==> src/rtl/tm1638_frame_sequencer.sv <==
// tm1638_frame_sequencer: serial refresh sequencer for a TM1638 8-digit LED board.
// It snapshots the eight segment bytes, the LEDs, the brightness and the
// display-on flag, then sends three frames:
//   - data command 0x40
//   - 0xC0 followed by 16 display bytes
//   - display control
// Bits go out LSB first on o_clko/o_stb/o_dio. All pins come straight from
// flops, so they cannot glitch.
// Ports:
//   i_clki     system clock (rising edge)
//   i_rst      synchronous active-high reset
//   i_start    refresh request, taken only while not busy
//   i_seg_data byte i = segment pattern of digit i (bit0=a .. bit6=g, bit7=dp)
//   i_leds     bit i = LED i
//   i_bright   brightness 0-7
//   i_disp_on  1 = display on
//   o_clko     TM1638 CLK, idle high
//   o_stb      TM1638 STB, active low
//   o_dio      TM1638 DIO, idle high
//   o_busy     sequence in progress
//   o_done     one-cycle pulse at sequence end
module tm1638_frame_sequencer #(
   parameter int CLK_DIV = 4
) (
   input  logic        i_clki,
   input  logic        i_rst,
   input  logic        i_start,
   input  logic [63:0] i_seg_data,
   input  logic [7:0]  i_leds,
   input  logic [2:0]  i_bright,
   input  logic        i_disp_on,
   output logic        o_clko,
   output logic        o_stb,
   output logic        o_dio,
   output logic        o_busy,
   output logic        o_done
);
   localparam int DW = $clog2(CLK_DIV);
   typedef enum logic [2:0] {S_IDLE, S_LEAD, S_BIT, S_TRAIL, S_GAP, S_DONE} state_t;
   state_t r_state, w_state;
   logic [DW-1:0] r_div, w_div;
   logic r_half, w_half;
   logic [2:0] r_bit, w_bit;
   logic [4:0] r_byte, w_byte;
   logic [1:0] r_frame, w_frame;
   logic [63:0] r_seg;
   logic [7:0] r_leds;
   logic [2:0] r_bright;
   logic r_disp_on;
   logic r_clko, r_stb, r_dio, r_busy, r_done;
   logic w_clko, w_stb, w_dio, w_busy, w_done;
   logic w_accept, w_div_end, w_last;
   logic [3:0] w_addr;
   logic [7:0] w_tx;
   assign o_clko = r_clko;
   assign o_stb = r_stb;
   assign o_dio = r_dio;
   assign o_busy = r_busy;
   assign o_done = r_done;
   always_comb begin
      // DONE also accepts, so a held start restarts on the cycle after done
      w_accept = i_start && (r_state == S_IDLE || r_state == S_DONE);
      w_div_end = r_div == DW'(CLK_DIV - 1);
      w_last = r_byte == (r_frame == 2'd1 ? 5'd16 : 5'd0);
      w_div = (r_state == S_IDLE || r_state == S_DONE || w_div_end) ? '0 : r_div + 1'b1;
      w_state = r_state;
      w_half = r_half;
      w_bit = r_bit;
      w_byte = r_byte;
      w_frame = r_frame;
      case (r_state)
         S_IDLE, S_DONE: w_state = w_accept ? S_LEAD : S_IDLE;
         S_LEAD: w_state = w_div_end ? S_BIT : S_LEAD;
         S_BIT: begin
            // half 0 = clko low, half 1 = clko high; advance the bit after half 1
            if (w_div_end) begin
               w_half = ~r_half;
               if (r_half) begin
                  w_bit = r_bit + 3'd1;
                  if (r_bit == 3'd7) begin
                     w_byte = w_last ? 5'd0 : r_byte + 5'd1;
                     w_state = w_last ? S_TRAIL : S_BIT;
                  end
               end
            end
         end
         S_TRAIL: w_state = w_div_end ? S_GAP : S_TRAIL;
         S_GAP: begin
            // the gap is two half-cells long
            if (w_div_end) begin
               w_half = ~r_half;
               if (r_half) begin
                  w_state = r_frame == 2'd2 ? S_DONE : S_LEAD;
                  w_frame = r_frame == 2'd2 ? 2'd0 : r_frame + 2'd1;
               end
            end
         end
         default: w_state = S_IDLE;
      endcase
      // the byte on the wire is chosen from the next-state indices, because pins are registered
      w_addr = 4'(w_byte - 5'd1);
      w_tx = w_frame == 2'd0 ? 8'h40 :
             w_frame == 2'd2 ? (r_disp_on ? {5'b10001, r_bright} : 8'h80) :
             w_byte == 5'd0 ? 8'hC0 :
             w_addr[0] ? {7'b0, r_leds[w_addr[3:1]]} : r_seg[{w_addr[3:1], 3'b000} +: 8];
      w_clko = !(w_state == S_BIT && !w_half);
      w_stb = w_state == S_IDLE || w_state == S_GAP || w_state == S_DONE;
      w_dio = w_state != S_BIT || w_tx[w_bit];
      w_busy = !(w_state == S_IDLE || w_state == S_DONE);
      w_done = w_state == S_DONE;
   end
   always_ff @(posedge i_clki) begin
      if (i_rst) begin
         r_state <= S_IDLE;
         r_div <= '0;
         r_half <= 1'b0;
         r_bit <= 3'd0;
         r_byte <= 5'd0;
         r_frame <= 2'd0;
         r_clko <= 1'b1;
         r_stb <= 1'b1;
         r_dio <= 1'b1;
         r_busy <= 1'b0;
         r_done <= 1'b0;
      end else begin
         r_state <= w_state;
         r_div <= w_div;
         r_half <= w_half;
         r_bit <= w_bit;
         r_byte <= w_byte;
         r_frame <= w_frame;
         r_clko <= w_clko;
         r_stb <= w_stb;
         r_dio <= w_dio;
         r_busy <= w_busy;
         r_done <= w_done;
      end
   end
   always_ff @(posedge i_clki) begin
      if (!i_rst && w_accept) begin
         r_seg <= i_seg_data;
         r_leds <= i_leds;
         r_bright <= i_bright;
         r_disp_on <= i_disp_on;
      end
   end
endmodule

==> config.mk <==
export PLATFORM = sky130hd
export DESIGN_NAME = tm1638_frame_sequencer
export DESIGN_NICKNAME = d
export VERILOG_FILES = /design/src/rtl/tm1638_frame_sequencer.sv
export SDC_FILE = /design/constraint.sdc
export NUM_CORES = 1
export LEC_CHECK = 0
export ABC_AREA = 1
export BUFFER_PORTS_ARGS = -buffer_cell sky130_fd_sc_hd__buf_4
export CELL_PAD_IN_SITES_DETAIL_PLACEMENT = 2
export CELL_PAD_IN_SITES_GLOBAL_PLACEMENT = 2
export CORE_MARGIN = 1
export CORE_UTILIZATION = 35
export CTS_BUF_LIST = sky130_fd_sc_hd__clkbuf_16
export CTS_CLUSTER_DIAMETER = 50
export DETAILED_ROUTE_END_ITERATION = 10
export PLACE_DENSITY_LB_ADDON = 0.1
export RECOVER_POWER = 50
export SYNTH_ARGS = -nofsm -noshare
export SYNTH_HDL_FRONTEND = slang
export SYNTH_SLANG_ARGS = --single-unit
==> constraint.sdc <==
create_clock -name i_clki -period 6.3 [get_ports i_clki]
set_clock_uncertainty 0.2 [all_clocks]
set_input_delay 1.26 -clock i_clki [delete_from_list [all_inputs] [get_ports i_clki]]
set_output_delay 1.26 -clock i_clki [all_outputs]
set_load 0.005 [all_outputs]
# Word level (Yosys, flattened, before mapping)
# Index checks and enable logic that the tools add are counted.
# classes
order_cmp,2
bitwise,1
muxes,35
n_addsub,5
n_eq_ne,15
reduce_logical,20
shifts,1
# op_table
operator,n
$shiftx 64x7->8,1
$mux 8,4
$mux 3,10
$mux 5,6
$eq 3x3->1 const B,5
$pmux 3 s5,1
$mux 2,5
$eq 3x2->1 const B,3
$lt 3x4->1 const B,2
$bmux 1 s3,2
$eq 2x2->1 const B,3
$logic_not 3->1,2
$logic_or 1x1->1,6
$mux 1,6
$reduce_or 2->1,3
$add 5x1->5 const B,1
$eq 5x5->1,1
$logic_not 5->1,1
$add 2x1->2 const B,2
$logic_not 1->1,4
$mux 4,1
$sub 4x1->4 const B,1
$add 3x1->3 const B,1
$eq 3x1->1 const B,1
5 further kinds,7
# totals
regBits,97
in_bits,79
wordCells,94
output_inout_bits,5

# Longest topological paths before layout
# Gate-level depths: netlist (run 1).
# depth
depth_word,18
ltp_mapped,25
mapped_depth_nobuf,24

# Least setup slack after synthesis (run 1)
# No wires, ideal clock.
# synth_path
path_kind,in2reg
startpoint,in i_rst
endpoint,"reg r_bright[0], enable pin"
path_stages,3
setup_time_ns,0.511
required_time_ns,5.589
path_buffers,2
path_slack_ns,0.754
arrival_time_ns,4.836
cell_sequence,clkbuf_1 clkbuf_1 nor2_1
# synth_via
elab_chain_len,2
# synth_rtl
element,line,source
start: declaration,26,"input logic i_rst,"
$logic_not 1->1,140,if (!i_rst && w_accept) begin
$logic_and 1x1->1,140,
end signal: assignment,143,r_bright <= i_bright;
end: declaration,48,logic [2:0] r_bright;
# No other way between the ends.
# A chain may end at the register's enable or synchronous reset.

# Worst setup path in the final report (run 1)
# layout_path
startpoint,reg r_bit[0]
endpoint,reg r_dio (netlist: o_dio)
# layout_via
elab_chain_len,15
elab_cells_between_ends,26
cone_classes,add/sub (2); eq/ne (2); shift (1); mux (19); reduce/logical (2)
# layout_rtl
element,line,source
start: declaration,43,"logic [2:0] r_bit, w_bit;"
start signal: assignment,129,r_bit <= w_bit;
branches (longest 14 deep; another with $sub 4x1->4),n/a,
$logic_or 1x1->1 *,108,w_dio = w_state != S_BIT || w_tx[w_bit];
end signal: assignment,134,r_dio <= w_dio;
end: declaration,50,"logic r_clko, r_stb, r_dio, r_busy, r_done;"
# Every way passes the cells marked *. The select of a mux whose other input is x is not followed.

==> metrics.md, run 1 <==
| Metric | Value |
|---|---|
| Leakage | `2.28 nW` |
| Synth Area in XOR/XNOR | `0.199%` |
| Die Span X | `114 µm` |
| Cell mode on critical path | `nand2_1` |
| Slowest stage cell, crit path | `clkinv_1` |
| Crit path kind | `flop to flop` |
| Initial Util | `36.3%` |
| Non-Filler Instances | `693` |
| Number of vias per cell | `4.81` |
| Die Ht | `114 µm` |
| CTS buffer count | `9` |
| Setup crit end kind | `flop` |
| P&R area growth vs syn | `24.5%` |
| Synth cell types | `37` |
| Post-synth top flop | `edfxtp_1` |
| Hold WS | `231 ps` |
| Outcome | `finished, final reports clean` |
| CORE AREA | `0.0122 mm²` |
| Initial antenna violation count | `0` |
| Fmax | `237 MHz` |
| Reg2Reg Depth | `25` |
| Mean Syn Cell Area | `10.1 µm²` |
| Routed len/inst | `16.4 µm` |
| # rows | `40` |
| Final Cycle Share | `67.0%` |
| Post-Route WL | `11.4 mm` |
| Vias in the first global route | `3820` |
| Inserted Diodes | `0` |
| Seq/Total Area, Yosys | `61.3%` |
| Worst skew pair latency | `350 ps` |
| Clock transition at path regs | `70 ps` |
| Post-synthesis compound-gate area fraction | `5.59%` |
| Cell family with most CP delay | `simple AND/OR/NAND/NOR gates` |
| Final core occ | `45.1%` |
| # Post-CTS Setup Buffers | `0` |
| Yosys warns | `0` |
| Largest family of logic cells by synthesized area | `simple AND/OR/NAND/NOR gates` |
| Critical R2R Capture | `o_dio` |
| CP required | `6350 ps` |
| Synth Area in Adders | `1.70%` |
| Slowest stage delay, CP | `740 ps` |
| Post_cts resized | `0` |
| Startpoint Class | `flop` |
| CP bufs+invs | `4` |
| Worst Path Max Fanout | `37` |
| Fraction of layout cells with a size suffix above 1 | `26.3%` |
| Arr. time, crit path | `4270 ps` |
| Via count | `3335` |
| Post-DP HPWL | `8.49 mm` |
| Overall power | `1.34 mW` |
| DRC violations left | `0` |
| Tmin final | `4220 ps` |
| Slew Viols, Final | `0` |
| FF-to-FF setup slack | `2080 ps` |
| Worst-Margin Slew | `1000 ps` |
| TritonCTS clock tree | `done` |
| CTS sink count | `97` |
| Gp weighted congestion | `0.770` |
| Max-Slew Margin vs Limit | `33.3%` |
| Clk Tree Root Cell | `clkbuf_16` |
| Seq cells post-synth | `97` |
| DRT Pass-1 Iters | `4` |
| Setup TNS Final | `0 ps` |
| CTS Buffer Depth | `2` |
| R2R Path Start | `r_bit[0]` |
| Initial drt markers | `154` |
| Sequential cell area | `0.00270 mm²` |
| Synthesized cell area | `0.00441 mm²` |
| Synth Area in Simple Gates | `24.7%` |
| RSZ-0062 raised after global routing | `false` |
| Overflow after GRT | `0` |
| Stages on worst setup path | `25` |
| Worst setup path startpoint | `r_bit[0]` |
| Fin nets | `605` |
| First-pass GRT wire length | `18.9 mm` |
| Pin count of the biggest net entering global routing | `77` |
| Post-synth EDFFs | `76` |
| Max IR drop VDD | `0.000183 V` |
| H-Tree Depth | `3` |
| Max Cap Viol | `0` |
| GRT Resource Usage Total | `19.2%` |
| Crit path capture | `o_dio` |
| Mux contribution to synthesized area | `2.27%` |
| Tightest Hold Check Type | `flop to flop` |
| Syn Nets | `520` |
| Post-synth ARST share | `0%` |
| Area of the multi-input gates | `0.00153 mm²` |
| Power per cell area | `243 mW/mm²` |
| Final setup violation count | `0` |
| Fill count | `1300` |
| Top Ports | `84` |
| # hold bufs at CTS | `0` |
| Placed insts | `677` |
| Post-Synthesis Cells | `435` |
| Die area | `0.0131 mm²` |
| Hold violation total from the final report | `0` |
| Post-DRT Antenna Nets | `0` |
| Port-buffer cells | `83` |
flip-flops by register name, summed over array words and instances, names as in the netlist:
| signal | count |
|---|---|
| r_bit | 3 |
| r_frame | 2 |
| o_busy | 1 |
| r_disp_on | 1 |
| o_dio | 1 |
| r_state | 3 |
| r_seg | 64 |
| o_stb | 1 |
| o_clko | 1 |
| r_bright | 3 |
| r_div | 2 |
| r_half | 1 |
| r_byte | 5 |
| o_done | 1 |
| r_leds | 8 |
layout make-up:
class / instances / share of cell area, %
multi-input combinational: 293 / 27.8
sequential: 97 / 49.2
inverter: 34 / 2.35
timing repair buffer: 85 / 11.6
tap: 168 / 3.83
clock buffer: 9 / 4.10
clock inverter: 7 / 1.14
per-stage QoR:
stage	cell area (µm²)	setup slack [ps]
2_1_floorplan	4410	754
3_3_place_gp	5200	2270
3_5_place_dp	5200	2030
4_1_cts	5490	2010
5_1_grt	5490	1600
6_report	5490	2080
power breakdown:
| part | switching [mW] | internal (mW) |
|---|---|---|
| clock network | 0.259 | 0.277 |
| logic | 0.0352 | 0.0377 |
| registers | 0.00807 | 0.719 |
per-layer routing:
metal | share of wire (%) | up-vias | global-route usage, %
met5 | 0 | - | 0
met3 | 3.2 | 12 | 4.92
met4 | 1.6 | 0 | 6.32
met2 | 52 | 57 | 34.5
li1 | - | 1627 | -
met1 | 43 | 1639 | 22.3
placed cells by master (no fill, tap or decap), types with 2 or more instances in the layout:
cell and instances:
nand3_2 2, nor2_2 3, inv_1 30, nor2_4 4, dfxtp_1 21, nand4_1 4, ha_1 6, nand2_1 102
edfxtp_1 76, or2_2 7, mux2i_1 10, inv_8 3, nor3_1 3, nand2_4 5, o21ai_0 10, nand2_2 7
inv_2 3, o21ai_1 13, clkbuf_4 76, a21oi_1 8, nor2_1 61, clkbuf_16 9, nand3_1 34, o211ai_1 4
o21ai_2 2, buf_4 8
cells in the mapped netlist (2+ instances only):
library cell    n  area (µm²)
o211ai_1        4        30.0
o21ai_0        10        50.1
o21ai_2         2        17.5
nor2_2          3        18.8
nand2_4         5        56.3
nand2_2         7        43.8
inv_1          29         109
nand2_1       102         383
mux2i_1        10         100
nor2_4          3        33.8
nor2_1         62         233
ha_1            6        75.1
or2_2           7        43.8
clkbuf_1        6        22.5
nor3_1          3        15.0
edfxtp_1       76        2280
nand3_2         2        20.0
buf_6           2        22.5
inv_2           3        11.3
dfxtp_1        21         420
a21oi_1         8        40.0
nand3_1        34         170
nand4_1         4        25.0
o21ai_1        13        65.1
how the worst min path moves through the flow:
stage              from  endpoint  cells past startpoint
6_report       r_div[0]  r_div[0]                      1
4_1_cts        r_div[0]  r_div[0]                      1
5_1_grt        r_div[0]  r_div[0]                      1
2_1_floorplan  r_div[0]  r_div[0]                      1
3_3_place_gp   r_div[0]  r_div[0]                      1
3_5_place_dp   r_div[0]  r_div[0]                      1
cells by family after synthesis:
logic type      count (synthesis)
simple gates                  236
flops                          97
xor+xnor                        1
compound gates                 40
mux                            10
fa+ha+maj                       6
buf+inv                        45
Note: power is estimated with default switching activity, not from simulation.
==> inputs of run 2 (changes only) <==
==> constraint.sdc (replaced) <==
create_clock -name i_clki -period 4.2 [get_ports i_clki]
set_clock_uncertainty 0.2 [all_clocks]
set_input_delay 0.84 -clock i_clki [delete_from_list [all_inputs] [get_ports i_clki]]
set_output_delay 0.84 -clock i_clki [all_outputs]
set_load 0.005 [all_outputs]
==> run 2 against run 1 <==
Compared with the run above: via count is 0.57% higher; cell area hardly changed; fmax is 14% higher; routed wire length is 1.0% lower; hold slack worse by 8.6 ps; total power is 49% higher; sequential power is 50% higher; die area stayed put; count of clock-buffer cells in the layout stayed put; critical endpoint unchanged; largest cell class unchanged; largest power group unchanged.
==> metrics.md, run 2 (same netlist as run 1, synthesis figures left out) <==
| Metric | Value |
|---|---|
| Outcome | `finished, final reports clean (unchanged)` |
| Worst skew pair latency | `350 ps (about the same)` |
| Fin nets | `606 (was 605)` |
| Commonest non-fill, non-tap cell in the layout | `nand2_1 (unchanged)` |
| Clock Power Share | `39.9% (was 40.1%)` |
| Sw frac | `22.4% (was 22.6%)` |
| Slowest stage cell, crit path | `clkinv_1 (unchanged)` |
| Logic gate share of total power | `5.5% (about the same)` |
| Clock transition at path regs | `70 ps (about the same)` |
| Worst Path Max Fanout | `23 (was 37)` |
| P&R area growth vs syn | `24.3% (was 24.5%)` |
| Post-route cell area | `0.00548 mm² (was 0.00549 mm²)` |
| DRC violations left | `0 (unchanged)` |
| Overflow after GRT | `0 (unchanged)` |
| Max FFs per register | `64 (unchanged)` |
| DRT Pass-1 Iters | `4 (unchanged)` |
| Setup crit end kind | `flop (unchanged)` |
| Worst-Margin Slew | `1010 ps (was 1000 ps)` |
| H-Tree Depth | `3 (unchanged)` |
| Initial Util | `36.3% (unchanged)` |
| Fmax | `271 MHz (was 237 MHz)` |
| Cell mode on critical path | `nand2_1 (unchanged)` |
| Max Cap Viol | `0 (unchanged)` |
| Inserted Diodes | `0 (unchanged)` |
| Vias in the first global route | `3801 (was 3820)` |
| Post_cts resized | `0 (unchanged)` |
| Placed insts | `678 (was 677)` |
| CTS Buffer Depth | `2 (unchanged)` |
| Largest Register | `r_seg (unchanged)` |
| FF-to-FF setup slack | `510 ps (was 2080 ps)` |
| Max-Slew Margin vs Limit | `32.6% (was 33.3%)` |
| Biggest regs | `r_seg x64, r_leds x8, r_byte x5 (unchanged)` |
| Die Span X | `114 µm (unchanged)` |
| CP Cell Sequence | `ha_1, ha_1, inv_1, nor2_4, nand2_4, clkinv_2, nand2_4, nand3_2, ha_1, clkinv_1, o211ai_1, o21ai_0, nand2_1, nand3_1, nand2_1, nand2_1, nand2_1, nand2_1, a21oi_1, nand2_1` |
| Post-Route WL | `11.3 mm (was 11.4 mm)` |
| First-pass GRT wire length | `18.6 mm (was 18.9 mm)` |
| Post-DP HPWL | `8.50 mm (was 8.49 mm)` |
| Pint | `1.55 mW (was 1.03 mW)` |
| Slew Viols, Final | `0 (unchanged)` |
| Hold violation total from the final report | `0 (unchanged)` |
| CTS buffer count | `9 (unchanged)` |
| Pre-CTS worst setup slack | `467 ps (was 2030 ps)` |
| Clk Tree Root Cell | `clkbuf_16 (unchanged)` |
| Gp weighted congestion | `0.796 (was 0.770)` |
| # hold bufs at CTS | `0 (unchanged)` |
| Die area | `0.0131 mm² (unchanged)` |
| Arr. time, crit path | `3730 ps (was 4270 ps)` |
| Max IR drop VDD | `0.000295 V (was 0.000183 V)` |
| Setup TNS Final | `0 ps (unchanged)` |
| Slowest stage delay, CP | `540 ps (was 740 ps)` |
| RSZ-0062 raised after global routing | `false (unchanged)` |
| Crit path kind | `flop to flop (unchanged)` |
| # Post-CTS Setup Buffers | `0 (unchanged)` |
| Leakage | `2.28 nW (about the same)` |
| Initial drt markers | `113 (was 154)` |
| Fraction of layout cells with a size suffix above 1 | `26.2% (was 26.3%)` |
| CORE AREA | `0.0122 mm² (unchanged)` |
| Overall power | `1.99 mW (was 1.34 mW)` |
| Pin count of the biggest net entering global routing | `77 (unchanged)` |
| Die Ht | `114 µm (unchanged)` |
| GRT Resource Usage Total | `19.0% (was 19.2%)` |
| Final setup violation count | `0 (unchanged)` |
| Setup ws final | `512 ps (was 2080 ps)` |
| # rows | `40 (unchanged)` |
| TritonCTS clock tree | `done (unchanged)` |
| Top Ports | `84 (unchanged)` |
| Part of the power in registers | `54.6% (was 54.4%)` |
| Initial antenna violation count | `0 (unchanged)` |
| Power per cell area | `364 mW/mm² (was 243 mW/mm²)` |
| Final core occ | `45.1% (about the same)` |
| Hold WS | `222 ps (was 231 ps)` |
| Routed len/inst | `16.2 µm (was 16.4 µm)` |
| Placed Area | `0.00521 mm² (was 0.00520 mm²)` |
| CTS sink count | `97 (unchanged)` |
| Commonest non-fill, non-tap cells in the layout | `nand2_1, clkbuf_4, edfxtp_1, nor2_1, nand3_1 (unchanged)` |
| Sw Pwr | `0.447 mW (was 0.302 mW)` |
| Port-buffer cells | `83 (unchanged)` |
| Final Cycle Share | `87.8% (was 67.0%)` |
| Via count | `3354 (was 3335)` |
| Number of vias per cell | `4.83 (was 4.81)` |
| Non-Filler Instances | `694 (was 693)` |
| Tightest Hold Check Type | `flop to flop (unchanged)` |
| Tmin final | `3690 ps (was 4220 ps)` |
| CP required | `4250 ps (was 6350 ps)` |
| Post-DRT Antenna Nets | `0 (unchanged)` |
| Startpoint Class | `flop (unchanged)` |
==> run 2: path summary, 6_finish.rpt <==
path | startpoint | endpoint | depth (start not counted)
worst max-delay path | r_bit[0] | o_dio | 20
worst min-delay path | r_div[0] | r_div[0] | 1
worst max register to register | r_bit[0] | o_dio | 20
worst min register to register | r_div[0] | r_div[0] | 1
==> run 2: power groups by stage <==
stage | sequential, mW | clock, mW | combinational [mW]
after floorplan | 1.11 | 0 | 0.0386
after global placement | 1.11 | 0 | 0.111
after detailed placement | 1.11 | 0 | 0.116
after CTS | 1.09 | 0.819 | 0.117
after global routing | 1.09 | 0.853 | 0.122
final | 1.09 | 0.795 | 0.109
==> run 2: critical path, delay by kind of cell (launching register included) <==
kind | cells | cell delay, ps
AND/OR/NAND/NOR | 11 | 830
adder cells (fa/ha/maj) | 3 | 770
flip-flops | 1 | 340
buffers and inverters | 3 | 740
AO/OA/AOI/OAI | 3 | 690
==> run 2: final cells by class <==
cell class | count | area [µm²]
clock buffer | 9 | 225
inverter | 34 | 129
multi-input combinational | 293 | 1520
fill | 1319 | 6680
tap | 168 | 210
timing repair buffer | 86 | 642
sequential | 97 | 2700
clock inverter | 7 | 60.1
==> run 2: metal layers <==
metal,wire length [µm],vias to the layer above,GRT usage [%]
met3,366,14,4.87
met2,6020,60,35.0
met1,4690,1640,21.4
met5,0,-,0
li1,-,1640,-
met4,188,0,5.54
==> inputs of run 3 (changes only) <==
==> constraint.sdc (replaced) <==
create_clock -name i_clki -period 3.66 [get_ports i_clki]
set_clock_uncertainty 0.2 [all_clocks]
set_input_delay 0.732 -clock i_clki [delete_from_list [all_inputs] [get_ports i_clki]]
set_output_delay 0.732 -clock i_clki [all_outputs]
set_load 0.005 [all_outputs]
==> run 3 against run 2 <==
Compared with the run above: cell count is 0.86% higher; global-route usage increased by 1.0 points; fmax up 11%; sequential share of layout area shrank 0.82 points; critical path type unchanged.
==> metrics.md, run 3 (same netlist as run 1, synthesis figures left out) <==
| Metric | Value |
|---|---|
| Hold violation total from the final report | `0 (unchanged)` |
| # rows | `40 (unchanged)` |
| Commonest non-fill, non-tap cells in the layout | `nand2_1, clkbuf_4, edfxtp_1, nor2_1, nand3_1 (unchanged)` |
| Final setup violation count | `0 (unchanged)` |
| Cell family with most CP delay | `simple AND/OR/NAND/NOR gates (unchanged)` |
| Placed insts | `681 (was 678)` |
| Worst skew pair latency | `360 ps (was 350 ps)` |
| Max-Slew Margin vs Limit | `61.5% (was 32.6%)` |
| Max Cap Viol | `0 (unchanged)` |
| Commonest non-fill, non-tap cell in the layout | `nand2_1 (unchanged)` |
| Non-Filler Instances | `700 (was 694)` |
| Post-Route WL | `11.8 mm (was 11.3 mm)` |
| Clk Tree Root Cell | `clkbuf_16 (unchanged)` |
| H-Tree Depth | `3 (unchanged)` |
| Number of vias per cell | `4.83 (about the same)` |
| Die Span X | `114 µm (unchanged)` |
| Largest Register | `r_seg (unchanged)` |
| P&R area growth vs syn | `26.4% (was 24.3%)` |
| Worst Path Max Fanout | `14 (was 23)` |
| Slowest stage cell, crit path | `dfxtp_1 (was clkinv_1)` |
| Gp weighted congestion | `0.778 (was 0.796)` |
| Tightest Hold Check Type | `flop to flop (unchanged)` |
| CTS Buffer Depth | `2 (unchanged)` |
| CORE AREA | `0.0122 mm² (unchanged)` |
| CP required | `3710 ps (was 4250 ps)` |
| Arr. time, crit path | `3380 ps (was 3730 ps)` |
| Post-DRT Antenna Nets | `0 (unchanged)` |
| Post-DP HPWL | `8.91 mm (was 8.50 mm)` |
| CTS sink count | `97 (unchanged)` |
| Crit path kind | `flop to flop (unchanged)` |
| Outcome | `finished, final reports clean (unchanged)` |
| Fin nets | `612 (was 606)` |
| Pin count of the biggest net entering global routing | `65 (was 77)` |
| Initial antenna violation count | `0 (unchanged)` |
| Biggest regs | `r_seg x64, r_leds x8, r_byte x5 (unchanged)` |
| Cell mode on critical path | `nand2_1 (unchanged)` |
| Initial drt markers | `111 (was 113)` |
| Pint | `1.79 mW (was 1.55 mW)` |
| Fill count | `1302 (was 1319)` |
| Worst-Margin Slew | `572 ps (was 1010 ps)` |
| First-pass GRT wire length | `19.5 mm (was 18.6 mm)` |
| Port-buffer cells | `83 (unchanged)` |
| Via count | `3378 (was 3354)` |
| Die Ht | `114 µm (unchanged)` |
| Fraction of layout cells with a size suffix above 1 | `27.4% (was 26.2%)` |
| Inserted Diodes | `0 (unchanged)` |
| Clock transition at path regs | `70 ps (about the same)` |
| Fmax | `301 MHz (was 271 MHz)` |
| Final Cycle Share | `90.8% (was 87.8%)` |
| Hold WS | `232 ps (was 222 ps)` |
| Sw Pwr | `0.544 mW (was 0.447 mW)` |
| Startpoint Class | `flop (unchanged)` |
| Top Ports | `84 (unchanged)` |
| Sw frac | `23.3% (was 22.4%)` |
| Leakage | `2.33 nW (was 2.28 nW)` |
| Routed len/inst | `16.8 µm (was 16.2 µm)` |
| DRT Pass-1 Iters | `4 (unchanged)` |
| CP bufs+invs | `4 (was 3)` |
| Setup crit end kind | `flop (unchanged)` |
| GRT Resource Usage Total | `19.9% (was 19.0%)` |
| Part of the power in registers | `53.7% (was 54.6%)` |
| Logic gate share of total power | `5.4% (was 5.5%)` |
| RSZ-0062 raised after global routing | `false (unchanged)` |
| Max IR drop VDD | `0.000277 V (was 0.000295 V)` |
| Tmin final | `3320 ps (was 3690 ps)` |
| Initial Util | `36.3% (unchanged)` |
| # hold bufs at CTS | `0 (unchanged)` |
| Max FFs per register | `64 (unchanged)` |
| Vias in the first global route | `3843 (was 3801)` |
| Clock Power Share | `40.9% (was 39.9%)` |
| TritonCTS clock tree | `done (unchanged)` |
| Slew Viols, Final | `0 (unchanged)` |
| Setup TNS Final | `0 ps (unchanged)` |
| Slowest stage delay, CP | `330 ps (was 540 ps)` |
| Die area | `0.0131 mm² (unchanged)` |
| Overflow after GRT | `0 (unchanged)` |
| CTS buffer count | `9 (unchanged)` |
| DRC violations left | `0 (unchanged)` |
| Power per cell area | `418 mW/mm² (was 364 mW/mm²)` |
-- run 3: changes by cell type in the layout (fill, tap and decap cells not counted), sizes merged --
cell      delta
buf          +5
clkinvlp     -1
inv          +1
clkbuf       +1
-- run 3: power groups by stage --
stage | Sequential (mW) | Clock, mW | Combinational [mW]
floorplan | 1.27 | 0 | 0.0451
global placement | 1.28 | 0 | 0.129
detailed placement | 1.28 | 0 | 0.134
CTS | 1.25 | 0.978 | 0.135
global route | 1.26 | 1.01 | 0.141
finish | 1.25 | 0.952 | 0.127
-- run 3: layer usage --
layer | GRT usage (%) | vias up | wire length, µm | part of all wire, %
met2 | 36.2 | 58 | 6190 | 53
met4 | 6.75 | 0 | 150 | 1.3
met3 | 4.18 | 10 | 362 | 3.1
li1 | - | 1647 | - | -
met5 | 0 | - | 0 | 0
met1 | 23.4 | 1663 | 5080 | 43
-- run 3: final cells by class --
cell class | instances | area [µm²] | share of cell area (%)
flip-flops and latches | 97 | 2700 | 48.5
multi-input cells | 293 | 1530 | 27.4
repair buffers | 92 | 711 | 12.7
clock buffers | 9 | 225 | 4.04
well taps | 168 | 210 | 3.77
inverters | 34 | 133 | 2.38
clock inverters | 7 | 70.1 | 1.26
-- run 3: per-stage QoR --
stage	util, %	power [mW]	instance area (µm²)	setup WS [ps]
detailed placement	43.1	1.41	5250	164
global placement	43.1	1.41	5250	369
CTS	45.6	2.37	5540	122
floorplan	-	1.32	4420	517
finish	45.9	2.33	5580	337
global route	45.9	2.41	5580	68.7
-- run 3: final timing paths --
kind / start / slack, ps / depth (start not counted) / end
worst max register to register: r_bit[0] / 340 / 25 / o_dio
worst min register to register: r_div[0] / 230 / 1 / r_div[0]
worst max-delay path: r_bit[0] / 340 / 25 / o_dio
worst min-delay path: r_div[0] / 230 / 1 / r_div[0]
-- run 3: repair_timing --
item | CTS | global route
setup endpoints to repair | 0 | 1
setup buffers | 0 | 3
resized for setup | 0 | 4
